**config.mk**
```make
export PLATFORM = sky130hd
export DESIGN_NAME = forth_cmp_flat
export DESIGN_NICKNAME = d
export VERILOG_FILES = /design/src/rtl/forth_cmp_pkg.sv /design/src/rtl/forth_cmp_if.sv /design/src/rtl/forth_cmp_digit.sv /design/src/rtl/forth_cmp.sv /design/src/flat_wrapper.sv
export SDC_FILE = /design/constraint.sdc
export NUM_CORES = 1
export LEC_CHECK = 0
export ABC_AREA = 1
export CORE_ASPECT_RATIO = 1.5
export CORE_UTILIZATION = 49
export DETAILED_ROUTE_END_ITERATION = 8
export GPL_ROUTABILITY_DRIVEN = 0
export PLACE_DENSITY = 0.91
export SLEW_MARGIN = 10
export SYNTH_ARGS = -nofsm -noshare
export SYNTH_HDL_FRONTEND = slang
export SYNTH_SLANG_ARGS = --single-unit
export TNS_END_PERCENT = 30
```
**constraint.sdc**
```tcl
create_clock -name clk -period 3.4 [get_ports clk]
set_clock_uncertainty 0.2 [all_clocks]
set_input_delay 0.34 -clock clk [delete_from_list [all_inputs] [get_ports clk]]
set_output_delay 0.34 -clock clk [all_outputs]
set_load 0.05 [all_outputs]
```
**src/rtl/forth_cmp_pkg.sv**
```systemverilog
// rtl/forth_cmp_pkg.sv - op codes, FSM states, flag encodings and op decode helpers
package forth_cmp_pkg;

  typedef enum logic [3:0] {
    OP_EQ  = 4'd0,
    OP_NE  = 4'd1,
    OP_LT  = 4'd2,
    OP_LE  = 4'd3,
    OP_GT  = 4'd4,
    OP_GE  = 4'd5,
    OP_ULT = 4'd6,
    OP_UGT = 4'd7,
    OP_ZEQ = 4'd8,
    OP_ZLT = 4'd9,
    OP_ZGT = 4'd10
  } op_e;

  localparam logic [1:0] ST_IDLE = 2'd0;
  localparam logic [1:0] ST_SCAN = 2'd1;
  localparam logic [1:0] ST_DONE = 2'd2;

  // {eq,neq,lt,lte,gt,gte}
  localparam logic [5:0] LT = 6'b011100;
  localparam logic [5:0] EQ = 6'b100101;
  localparam logic [5:0] GT = 6'b010011;

  function automatic logic op_legal(input logic [3:0] op);
    return op <= 4'd10;
  endfunction

  // Illegal codes scan unsigned; only their flags are reported
  function automatic logic op_signed(input logic [3:0] op);
    return op_legal(op) && (op != OP_ULT) && (op != OP_UGT);
  endfunction

  function automatic logic op_zero(input logic [3:0] op);
    return (op == OP_ZEQ) || (op == OP_ZLT) || (op == OP_ZGT);
  endfunction

  function automatic logic rel_holds(input logic [3:0] op, input logic [5:0] flg);
    logic r;
    case (op)
      OP_EQ, OP_ZEQ:         r = flg[5];
      OP_NE:                 r = flg[4];
      OP_LT, OP_ULT, OP_ZLT: r = flg[3];
      OP_LE:                 r = flg[2];
      OP_GT, OP_UGT, OP_ZGT: r = flg[1];
      OP_GE:                 r = flg[0];
      default:               r = 1'b0;
    endcase
    return r;
  endfunction

endpackage

```
**src/rtl/forth_cmp_if.sv**
```systemverilog
// rtl/forth_cmp_if.sv - request/result handshake bundle of the Forth comparator
interface forth_cmp_if #(parameter int N = 32) ();
  logic         i_vld;
  logic         i_rdy;
  logic [3:0]   op;
  logic [N-1:0] a;
  logic [N-1:0] b;
  logic         o_vld;
  logic         o_rdy;
  logic [5:0]   o_flg;
  logic [N-1:0] o_tos;
  logic         o_err;

  modport master (output i_vld, op, a, b, o_rdy,
                  input  i_rdy, o_vld, o_flg, o_tos, o_err);
  modport slave  (input  i_vld, op, a, b, o_rdy,
                  output i_rdy, o_vld, o_flg, o_tos, o_err);
endinterface

```
**src/rtl/forth_cmp_digit.sv**
```systemverilog
// rtl/forth_cmp_digit.sv - combinational unsigned compare of one D-bit digit
module cmp_digit #(parameter int D = 4) (
  input  logic [D-1:0] i_a,
  input  logic [D-1:0] i_b,
  output logic         o_lt,
  output logic         o_eq,
  output logic         o_gt
);
  assign o_lt = (i_a < i_b);
  assign o_eq = (i_a == i_b);
  assign o_gt = (i_a > i_b);
endmodule

```
**src/rtl/forth_cmp.sv**
```systemverilog
// rtl/forth_cmp.sv - digit-serial Forth comparison word unit, MSB digit first
module forth_cmp
  import forth_cmp_pkg::*;
#(
  parameter int N = 32,
  parameter int D = 4
) (
  input  logic        clk,
  input  logic        rst,
  forth_cmp_if.slave  bus
);
  localparam int ND = N / D;
  localparam int JW = (ND > 1) ? $clog2(ND) : 1;

  logic [1:0]    r_state;
  logic [JW-1:0] r_j;
  logic [3:0]    r_op;
  logic [N-1:0]  r_a;
  logic [N-1:0]  r_b;
  logic          r_vld;
  logic [5:0]    r_flg;
  logic [N-1:0]  r_tos;
  logic          r_err;

  logic [N-1:0]  w_msb;
  logic [N-1:0]  w_a_in;
  logic [N-1:0]  w_b_in;
  logic          w_lt;
  logic          w_eq;
  logic          w_gt;
  logic          w_last;
  logic [5:0]    w_flg;

  // Flipping the sign bit maps two's complement order onto unsigned order
  assign w_msb  = {op_signed(bus.op), {(N-1){1'b0}}};
  assign w_a_in = bus.a ^ w_msb;
  assign w_b_in = (op_zero(bus.op) ? '0 : bus.b) ^ w_msb;

  // Operands shift left each scan cycle, so digit j is always the top digit
  cmp_digit #(.D(D)) u_digit (
    .i_a  (r_a[N-1 -: D]),
    .i_b  (r_b[N-1 -: D]),
    .o_lt (w_lt),
    .o_eq (w_eq),
    .o_gt (w_gt)
  );

  assign w_last = (r_j == JW'(ND - 1));
  assign w_flg  = w_lt ? LT : (w_gt ? GT : EQ);

  always_ff @(posedge clk or posedge rst) begin
    if (rst) begin
      r_state <= ST_IDLE;
      r_j     <= '0;
      r_op    <= '0;
      r_a     <= '0;
      r_b     <= '0;
      r_vld   <= 1'b0;
      r_flg   <= '0;
      r_tos   <= '0;
      r_err   <= 1'b0;
    end else begin
      case (r_state)
        ST_IDLE: begin
          if (bus.i_vld) begin
            r_op    <= bus.op;
            r_a     <= w_a_in;
            r_b     <= w_b_in;
            r_j     <= '0;
            r_state <= ST_SCAN;
          end
        end
        ST_SCAN: begin
          if (!w_eq || w_last) begin
            r_state <= ST_DONE;
            r_vld   <= 1'b1;
            r_flg   <= w_flg;
            r_tos   <= {N{rel_holds(r_op, w_flg)}};
            r_err   <= !op_legal(r_op);
          end else begin
            r_j <= r_j + JW'(1);
            r_a <= r_a << D;
            r_b <= r_b << D;
          end
        end
        ST_DONE: begin
          if (bus.o_rdy) begin
            r_state <= ST_IDLE;
            r_vld   <= 1'b0;
          end
        end
        default: r_state <= ST_IDLE;
      endcase
    end
  end

  assign bus.i_rdy = (r_state == ST_IDLE);
  assign bus.o_vld = r_vld;
  assign bus.o_flg = r_flg;
  assign bus.o_tos = r_tos;
  assign bus.o_err = r_err;

endmodule

```
**src/flat_wrapper.sv**
```systemverilog
// flat-port wrapper written by rule: the top's interface ports become plain ports
module forth_cmp_flat import forth_cmp_pkg::*;
#(
  parameter int N = 32,
  parameter int D = 4
)
  (clk, rst, bus_i_vld, bus_op, bus_a, bus_b, bus_o_rdy, bus_i_rdy, bus_o_vld, bus_o_flg, bus_o_tos, bus_o_err);
  forth_cmp_if #(.N(N)) bus_i ();
  input  logic clk;
  input  logic rst;
  input wire logic [$bits(bus_i.i_vld)-1:0] bus_i_vld;
  input wire logic [$bits(bus_i.op)-1:0] bus_op;
  input wire logic [$bits(bus_i.a)-1:0] bus_a;
  input wire logic [$bits(bus_i.b)-1:0] bus_b;
  input wire logic [$bits(bus_i.o_rdy)-1:0] bus_o_rdy;
  output wire logic [$bits(bus_i.i_rdy)-1:0] bus_i_rdy;
  output wire logic [$bits(bus_i.o_vld)-1:0] bus_o_vld;
  output wire logic [$bits(bus_i.o_flg)-1:0] bus_o_flg;
  output wire logic [$bits(bus_i.o_tos)-1:0] bus_o_tos;
  output wire logic [$bits(bus_i.o_err)-1:0] bus_o_err;
  assign bus_i.i_vld = bus_i_vld;
  assign bus_i.op = bus_op;
  assign bus_i.a = bus_a;
  assign bus_i.b = bus_b;
  assign bus_i.o_rdy = bus_o_rdy;
  assign bus_i_rdy = bus_i.i_rdy;
  assign bus_o_vld = bus_i.o_vld;
  assign bus_o_flg = bus_i.o_flg;
  assign bus_o_tos = bus_i.o_tos;
  assign bus_o_err = bus_i.o_err;
  forth_cmp #(.N(N), .D(D)) u_core (.clk(clk), .rst(rst), .bus(bus_i));
endmodule
```
# Word level (Yosys, flattened, before mapping)
# Index checks and enable logic that the tools add are counted.
# W data, S select, Z words.
dict set report word_totals {
  reg_bits 82
  input_bits 72
  output_inout_bits 41
  elab_cells 78
}
dict set report classes {
  addsub 1
  magnitude_cmp 4
  n_eq_ne 23
  muxes 20
  bitwise_logic 2
  reduce_logical 19
}
# cell count
set op_table {}
lappend op_table {{$mux W32} 5}
lappend op_table {{$pmux W32 S2} 2}
lappend op_table {{$xor A32 B32 Y32} 2}
lappend op_table {{$eq A4 B4 Y1 const B} 6}
lappend op_table {{$eq A4 B3 Y1 const B} 4}
lappend op_table {{$mux W6} 2}
lappend op_table {{$reduce_and A3 Y1} 3}
lappend op_table {{$eq A4 B2 Y1 const B} 2}
lappend op_table {{$le A4 B4 Y1 const B} 2}
lappend op_table {{$ne A4 B3 Y1 const B} 2}
lappend op_table {{$mux W2} 3}
lappend op_table {{$mux W3} 2}
lappend op_table {{$ne A2 B2 Y1 const B} 3}
lappend op_table {{$pmux W1 S6} 1}
lappend op_table {{$pmux W2 S3} 1}
lappend op_table {{$pmux W3 S2} 1}
lappend op_table {{$reduce_or A3 Y1} 2}
lappend op_table {{$eq A4 B1 Y1 const B} 1}
lappend op_table {{$eq A4 B4 Y1} 1}
lappend op_table {{$gt A4 B4 Y1} 1}
lappend op_table {{$logic_not A4 Y1} 1}
lappend op_table {{$lt A4 B4 Y1} 1}
lappend op_table {{$reduce_and A2 Y1} 2}
lappend op_table {{$reduce_bool A2 Y1} 2}
lappend op_table {{other kinds (12)} 17}

# Depth between registers and ports, before layout
# Gate-level depths: netlist (run 1).
dict set report logic_depth {
  ltp_word 7
  ltp_mapped 14
  depth_no_buf 14
}

# Hierarchy
# Synthesis (run 1) repeated with hierarchy kept, for this count alone.
dict set report unflattened {
  cells_unflattened 514
  hier_area_um2 4207.8
}
# mod n_inst cells_each area_each_um2 seq_area_each_um2
set by_module_without_submodules {}
lappend by_module_without_submodules {forth_cmp 1 494 4092.7 2052.0}
lappend by_module_without_submodules {cmp_digit 1 20 115.1 0.0}

# Worst setup path before layout (run 1)
# Ideal clock, no wire load.
dict set report synth_timing {
  path_kind {register to register}
  from {register u_core.r_state[1]}
  to {register u_core.r_a[27]}
  setup_time_ns 0.130
  arrival_time_ns 1.665
  required_time_ns 3.070
  slack_ns 1.405
  stages_incl_launch_ff 7
  n_path_buf 2
  synth_period_minus_slack_ns 1.995
  path_cell_list {dfrtp_1 -> nor2_2 -> nand2_2 -> nand2_2 -> buf_6 -> buf_2 -> a31oi_1}
}
dict set report synth_between {
  elab_chain_cells 3
  elab_cells_between_ends 7
  cone_classes {3 x eq/ne; 1 x mux; 3 x reduce/logical}
}
# item line_no
set synth_lines {}
lappend synth_lines {{start: declaration} forth_cmp.sv:15} ;# logic [1:0] r_state;
lappend synth_lines {{start signal: assignment} forth_cmp.sv:53} ;# r_state <= ST_IDLE;
lappend synth_lines {{start signal: assignment} forth_cmp.sv:70} ;# r_state <= ST_SCAN;
lappend synth_lines {{start signal: assignment} forth_cmp.sv:75} ;# r_state <= ST_DONE;
lappend synth_lines {{$logic_not A2 Y1 *} --}
lappend synth_lines {{via bus_i_rdy} flat_wrapper.sv:16} ;# output wire logic [$bits(bus_i.i_rdy)-1:0] bus_i_rdy;
lappend synth_lines {{$ne A2 B2 Y1 (no source line) or $reduce_bool A2 Y1 (tied branches)} --}
lappend synth_lines {{$reduce_and A3 Y1 (no source line)} --}
lappend synth_lines {{end signal: assignment} forth_cmp.sv:67} ;# r_a <= w_a_in;
lappend synth_lines {{end signal: assignment} forth_cmp.sv:82} ;# r_a <= r_a << D;
lappend synth_lines {{end: declaration} forth_cmp.sv:18} ;# logic [N-1:0] r_a;
# Mark *: on every way through the listed nets, which the timed path passes. The rest lies on a longest branch.
# A chain may end at the register's enable or synchronous reset.

==> flow_summary_export.csv, run 1 <==
group,metric,value,unit
placement,dp.final_hpwl,6.67,mm
placement,buffer_ports.inserted,112,
floorplanning,die_area,9090,sq um
timing,finalCritPeriodShare,78.4,%
cts,cts-hold-fix-buffers,0,
cts,cts-root-to-sink-buffers,2,
grt,vias_in_the_first_global_route,3495,
cts,post_cts_resize_count,0,
timing,worst-slew-pin-transition,1.02,ns
setup_path,criticalPathCategory,"reg2out",
timing,final.min_clock_period,2.67,ns
cts,number_of_buffers_created_by_cts,9,
logic_synthesis,netlist_area,4260,sq um
cells_and_area,drive_above_1_share,5.44,%
logic_synthesis,yosys_cell_types,26,
pwr,switching_share,46.5,%
setup_path,worstSetupEndpointType,"primary output",
route,drc,0,
grt,grt_start_max_net_pins,64,
timing,setup_violations,0,
cts,clk_pin_slew,0.06,ns
grt,antenna_found_initial,0,
pwr,power.switching,0.00252,W
cts,htree_levels,3,
pwr,power_density,988,nW/um^2
placement,place_inst,698,
setup_path,critical-path-top-delay-family,"buffers and inverters",
cells_and_area,synthToLayoutAreaGrowth,28.9,%
run_status,run_status,"finished, final reports clean",
cells_and_area,insertedDiodeCount,0,
logic_synthesis,avgSynthCellArea,8.02,sq um
timing,fin_setup_tns,0,ns
setup_path,sequence_of_cells_on_the_critical_path,"clkdlybuf4s50_1",
route,finalWirelength,9.46,mm
job,cap_violations,0,
pwr,share_clk_of_total_power,17.1,%
cts,cts.sinks,82,
worst_hold_path,hp-class,"in2async",
logic_synthesis,synth.yosys.seq_area_share,48.1,%
cells_and_area,final-instance-count-excl-fill,714,
cells_and_area,layout.nets,680,
timing,grt_setup_unrepaired,"false",
timing,finalMaxSlewViolations,0,
setup_path,critical_path_arrival,2.13,ns
floorplanning,i_o_pins,113,
setup_path,cp_slowest_cell,"clkdlybuf4s50_1",
setup_path,worst_path_largest_cell_delay,0.95,ns
logic_synthesis,ys_warn_count,0,
pwr,combinational_power_share,52.5,%
pwr,power.leakage,2.49,nW
timing,timing.max_slew.rel_slack,31.6,%
setup_path,start_kind,"register",
route,vias,3718,
cts,tritoncts,"built",
cts,post_cts_buffers,0,
grt,gr-usage-all-layers,21.9,%
logic_synthesis,postSynthCellCount,532,
route,detail_route.wl_per_cell,13.3,um
logic_synthesis,synth_nets,610,
logic_synthesis,synth.ff_latch_count,82,
grt,grt_overflow,0,
route,routed_via_density,5.21,
setup_path,crit_required,2.86,ns
placement,post-place-ws,0.788,ns
floorplanning,die_h,116,um
pwr,ir_drop,624,uV
timing,timing.hold.ws,0.131,ns
cts,root_buffer,"clkbuf_16",
floorplanning,std_cell_rows,41,
floorplanning,fp.dieW,78.2,um
setup_path,crit_buf_inv,1,
timing,fmaxAchievable,375,MHz
floorplanning,placeableCoreArea,8410,sq um
route,drt-initial-drc-count,326,
pwr,internal-power,0.00291,W
grt,grt_pass1_wl,15.3,mm
pwr,power.sequential.fraction,30.4,%
route,drt.antenna.violating_nets,0,
setup_path,crit_path_max_fanout,33,
timing,hold_violations,0,
timing,final.setup.worst_slack,0.735,ns
floorplanning,initial_utilization,50.7,%
cts,clk_latency,0.34,ns
route,first_pass_detailed_route_iteration_total,5,
synth_stat cells:
cell type,n,area share [%]
nor3_1,1,0.12
buf_2,5,0.59
clkbuf_1,13,1.1
a21oi_2,1,0.21
o21a_1,2,0.35
buf_6,3,0.79
or2_2,1,0.15
buf_1,4,0.35
nor2_4,1,0.26
o21ai_1,19,2.2
a21oi_1,6,0.70
buf_4,34,6.0
nand3_1,41,4.8
ha_1,6,1.8
nor2_1,20,1.8
nor2_2,2,0.29
o21ai_0,66,7.7
o211ai_1,21,3.7
inv_1,70,6.2
dfrtp_1,82,48
a31oi_1,9,1.3
o22ai_1,4,0.59
nand2_2,2,0.29
inv_2,3,0.26
nand2_1,115,10
a22oi_1,1,0.18
area by class of cell:
| class | instances | area, sq um |
|---|---|---|
| repair buffers | 118 | 1180 |
| clock buffers | 12 | 267 |
| flip-flops and latches | 82 | 2050 |
| fillers | 705 | 2920 |
| multi-input cells | 318 | 1570 |
| inverters | 73 | 275 |
| well taps | 107 | 134 |
| clock inverters | 4 | 25.0 |
registers in the layout, indices dropped and copies added (netlist names):
name	cells
u_core.bus.o_vld	1
u_core.bus.o_flg	6
u_core.r_j	3
u_core.r_b	32
u_core.r_op	4
u_core.r_a	32
u_core.bus.o_tos	1
u_core.r_state	2
u_core.bus.o_err	1
kinds of logic (layout without fill, tap and decap cells):
family	Yosys count	count (layout)	share of synthesized area [%]
buffers and inverters	132	207	15.3
AO/OA/AOI/OAI	129	129	17.0
flip-flops	82	82	48.1
adder cells (fa/ha/maj)	6	6	1.76
AND/OR/NAND/NOR	183	183	17.8
stage by stage:
step | instance area [sq um] | util, % | total power [W]
finish | 5500 | 65.3 | 0.00543
global route | 5500 | 65.3 | 0.00580
CTS | 5500 | 65.3 | 0.00545
detailed placement | 5200 | 61.9 | 0.00450
global placement | 5200 | 61.9 | 0.00439
floorplan | 4260 | - | 0.00394
layer usage:
layer | up-vias | routed length [um] | GRT usage [%]
met5 | - | 0 | 0
met3 | 26 | 543 | 5.94
li1 | 1832 | - | -
met4 | 0 | 282 | 10.7
met1 | 1721 | 3850 | 25.2
met2 | 139 | 4790 | 37.7
path summary, 6_finish.rpt:
check,cells after the start,endpoint,slack [ns],from
setup / recovery,1,bus_o_tos[29],0.73,u_core.bus.o_tos[0]
hold / removal,2,u_core.r_a[31],0.13,rst
setup reg to reg,6,u_core.r_b[31],0.79,u_core.r_state[1]
hold reg to reg,2,u_core.bus.o_flg[4],0.27,u_core.bus.o_flg[4]
max in group asynchronous,3,u_core.bus.o_flg[5],2.10,rst
min in group clk,2,u_core.bus.o_flg[4],0.27,u_core.bus.o_flg[4]
power groups by stage:
| stage | clock [W] | sequential [W] | combinational, W |
|---|---|---|---|
| 2_1_floorplan | 0 | 0.00179 | 0.00215 |
| 3_3_place_gp | 0 | 0.00165 | 0.00274 |
| 3_5_place_dp | 0 | 0.00167 | 0.00283 |
| 4_1_cts | 0.000939 | 0.00165 | 0.00286 |
| 5_1_grt | 0.000984 | 0.00171 | 0.00311 |
| 6_report | 0.000929 | 0.00165 | 0.00285 |
cells in the final DEF, fill, tap and decap left out, types with 6 or more instances in the layout:
cell / netlist / layout
o21ai_0: 66 / 66
ha_1: 6 / 6
a21oi_1: 6 / 6
nand2_1: 115 / 115
clkbuf_16: 0 / 9
nor2_1: 20 / 20
inv_1: 70 / 69
o21ai_1: 19 / 19
nand3_1: 41 / 41
a31oi_1: 9 / 9
o211ai_1: 21 / 21
dfrtp_1: 82 / 82
clkdlybuf4s50_1: 0 / 112
Note: power is estimated with default switching activity, not from simulation.
==> run 2: changes to the inputs <==
--- a/config.mk
+++ b/config.mk
@@ -7,10 +7,10 @@
 export LEC_CHECK = 0
 export ABC_AREA = 1
 export CORE_ASPECT_RATIO = 1.5
-export CORE_UTILIZATION = 49
+export CORE_UTILIZATION = 44
 export DETAILED_ROUTE_END_ITERATION = 8
 export GPL_ROUTABILITY_DRIVEN = 0
-export PLACE_DENSITY = 0.91
+export PLACE_DENSITY = 0.86
 export SLEW_MARGIN = 10
 export SYNTH_ARGS = -nofsm -noshare
 export SYNTH_HDL_FRONTEND = slang
==> constraint.sdc (replaced) <==
create_clock -name clk -period 2.37 [get_ports clk]
set_clock_uncertainty 0.2 [all_clocks]
set_input_delay 0.237 -clock clk [delete_from_list [all_inputs] [get_ports clk]]
set_output_delay 0.237 -clock clk [all_outputs]
set_load 0.05 [all_outputs]
==> flow_summary_export.csv, run 2 (synthesized netlist as in run 1, its figures left out) <==
group,metric,value,unit
setup_path,rr_worst_depth,8,
pwr,power.leakage,2.59,nW
cells_and_area,synthToLayoutAreaGrowth,30.0,%
setup_path,worstSetupEndpointType,"register",
route,finalWirelength,9.66,mm
timing,setup_violations,0,
floorplanning,die_h,123,um
cells_and_area,insertedDiodeCount,0,
cts,clk_pin_slew,0.06,ns
route,routed_via_density,5.13,
timing,finalMaxSlewViolations,0,
cells_and_area,final-instance-count-excl-fill,722,
run_status,run_status,"finished, final reports clean",
cts,cts-root-to-sink-buffers,2,
route,drt-initial-drc-count,231,
grt,grt_pass1_wl,15.8,mm
cells_and_area,layout.cells.most_common,"nand2_1",
pwr,internal-power,0.00431,W
timing,final.min_clock_period,2.18,ns
placement,dp.final_hpwl,6.68,mm
timing,worst-slew-pin-transition,0.513,ns
cts,number_of_buffers_created_by_cts,9,
pwr,switching_share,46.0,%
cts,cts-hold-fix-buffers,0,
cts,cts.sinks,82,
pwr,combinational_power_share,52.3,%
setup_path,critical_path_arrival,2.18,ns
floorplanning,initial_utilization,45.8,%
timing,timing.max_slew.rel_slack,65.8,%
floorplanning,i_o_pins,113,
floorplanning,placeableCoreArea,9310,sq um
grt,gr-usage-all-layers,21.0,%
setup_path,worst_path_largest_cell_delay,0.38,ns
worst_hold_path,hp-class,"in2async",
cts,clk_latency,0.34,ns
cts,tritoncts,"built",
timing,fin_setup_tns,0,ns
cells_and_area,top_library_cells_by_usage_in_the_layout_fill_and_taps_aside,"115 x nand2_1, 82 x dfrtp_1, 79 x clkdlybuf4s50_1",
timing,grt_setup_unrepaired,"false",
timing,finalCritPeriodShare,91.9,%
floorplanning,std_cell_rows,43,
pwr,share_clk_of_total_power,18.6,%
setup_path,crit_path_max_fanout,16,
placement,place_inst,705,
setup_path,cp_slowest_cell,"dfrtp_1",
setup_path,crit_required,2.38,ns
job,cap_violations,0,
pwr,ir_drop,1080,uV
setup_path,start_kind,"register",
setup_path,reg2reg_to,"u_core.r_b[31]",
route,first_pass_detailed_route_iteration_total,5,
route,drc,0,
setup_path,criticalPathCategory,"reg2reg",
grt,grt_start_max_net_pins,69,
cells_and_area,layout.nets,683,
floorplanning,die_area,10100,sq um
setup_path,worstReg2RegStart,"u_core.r_a[31]",
cts,post_cts_buffers,0,
grt,vias_in_the_first_global_route,3433,
route,drt.antenna.violating_nets,0,
placement,buffer_ports.inserted,112,
timing,hold_violations,0,
grt,grt_overflow,0,
floorplanning,fp.dieW,82.4,um
setup_path,setup.reg_to_reg.worst_slack,0.19,ns
route,detail_route.wl_per_cell,13.4,um
cts,htree_levels,3,
cells_and_area,postLayoutCoreUtil,59.5,%
setup_path,sequence_of_cells_on_the_critical_path,"ha_1 > nand2_1 > nor2_2 > nand3_4 > nand2_8 > inv_1 > a21oi_1 > a22oi_1",
cts,root_buffer,"clkbuf_16",
pwr,power_density,1440,nW/um^2
timing,fmaxAchievable,459,MHz
grt,antenna_found_initial,0,
cells_and_area,drive_above_1_share,11.1,%
pwr,power.switching,0.00367,W
route,vias,3707,
pwr,power.sequential.fraction,29.1,%
## run 2: area by class of cell
cell class	instances	area (sq um)
multi-input combinational	319	1600
tap	112	140
timing repair buffer	120	1150
inverter	73	278
sequential	82	2050
fill	770	3770
clock buffer	11	243
clock inverter	5	77.6
## run 2: worst max-delay path: cells and delay by family, from the launching register on
family	cells	cell delay, ns
buffers and inverters	1	0.19
adder cells (fa/ha/maj)	1	0.29
AND/OR/NAND/NOR	4	0.70
flip-flops	1	0.38
AO/OA/AOI/OAI	2	0.27
## run 2: timing repair
| item | 4_1_cts | 5_1_grt |
|---|---|---|
| endpoints found under the setup margin | 0 | 17 |
| endpoints found under the hold margin | 0 | 0 |
| resized for setup | 0 | 4 |
## run 2: per-layer routing
| layer | wire length [um] | global-route usage, % | up-vias |
|---|---|---|---|
| met5 | 0 | 0 | - |
| met4 | 354 | 12.3 | 0 |
| met3 | 503 | 3.72 | 29 |
| met2 | 4910 | 34.0 | 132 |
| met1 | 3900 | 25.6 | 1704 |
| li1 | - | - | 1842 |
## run 2: metrics by stage
step           instance area, sq um  power, W  hold slack, ns  worst slack (ns)
6_report                       5540   0.00798          0.0245             0.192
5_1_grt                        5540   0.00856          0.0648            0.0416
4_1_cts                        5510   0.00799          0.0296           0.00270
3_5_place_dp                   5190   0.00646           0.268            0.0688
3_3_place_gp                   5190   0.00631           0.256             0.185
2_1_floorplan                  4270   0.00565           0.144             0.375
## run 2: worst max path at each step
stage                            startpoint              to  slack [ns]  depth (start not counted)
after floorplan           u_core.r_state[1]  u_core.r_a[27]        0.37                          6
after global placement       u_core.r_a[31]  u_core.r_b[31]        0.19                          8
final                        u_core.r_a[31]  u_core.r_b[31]        0.19                          8
after detailed placement     u_core.r_a[31]  u_core.r_b[31]        0.07                          8
after global routing         u_core.r_a[31]  u_core.r_b[31]        0.04                          8
after CTS                 u_core.r_state[1]       bus_i_rdy       0.003                          2
## run 2: power groups by stage
stage	registers, W	clock network (W)	logic, W
final	0.00233	0.00148	0.00417
after global placement	0.00231	0	0.00400
after global routing	0.00238	0.00157	0.00461
after detailed placement	0.00234	0	0.00412
after floorplan	0.00256	0	0.00309
after CTS	0.00232	0.00150	0.00416
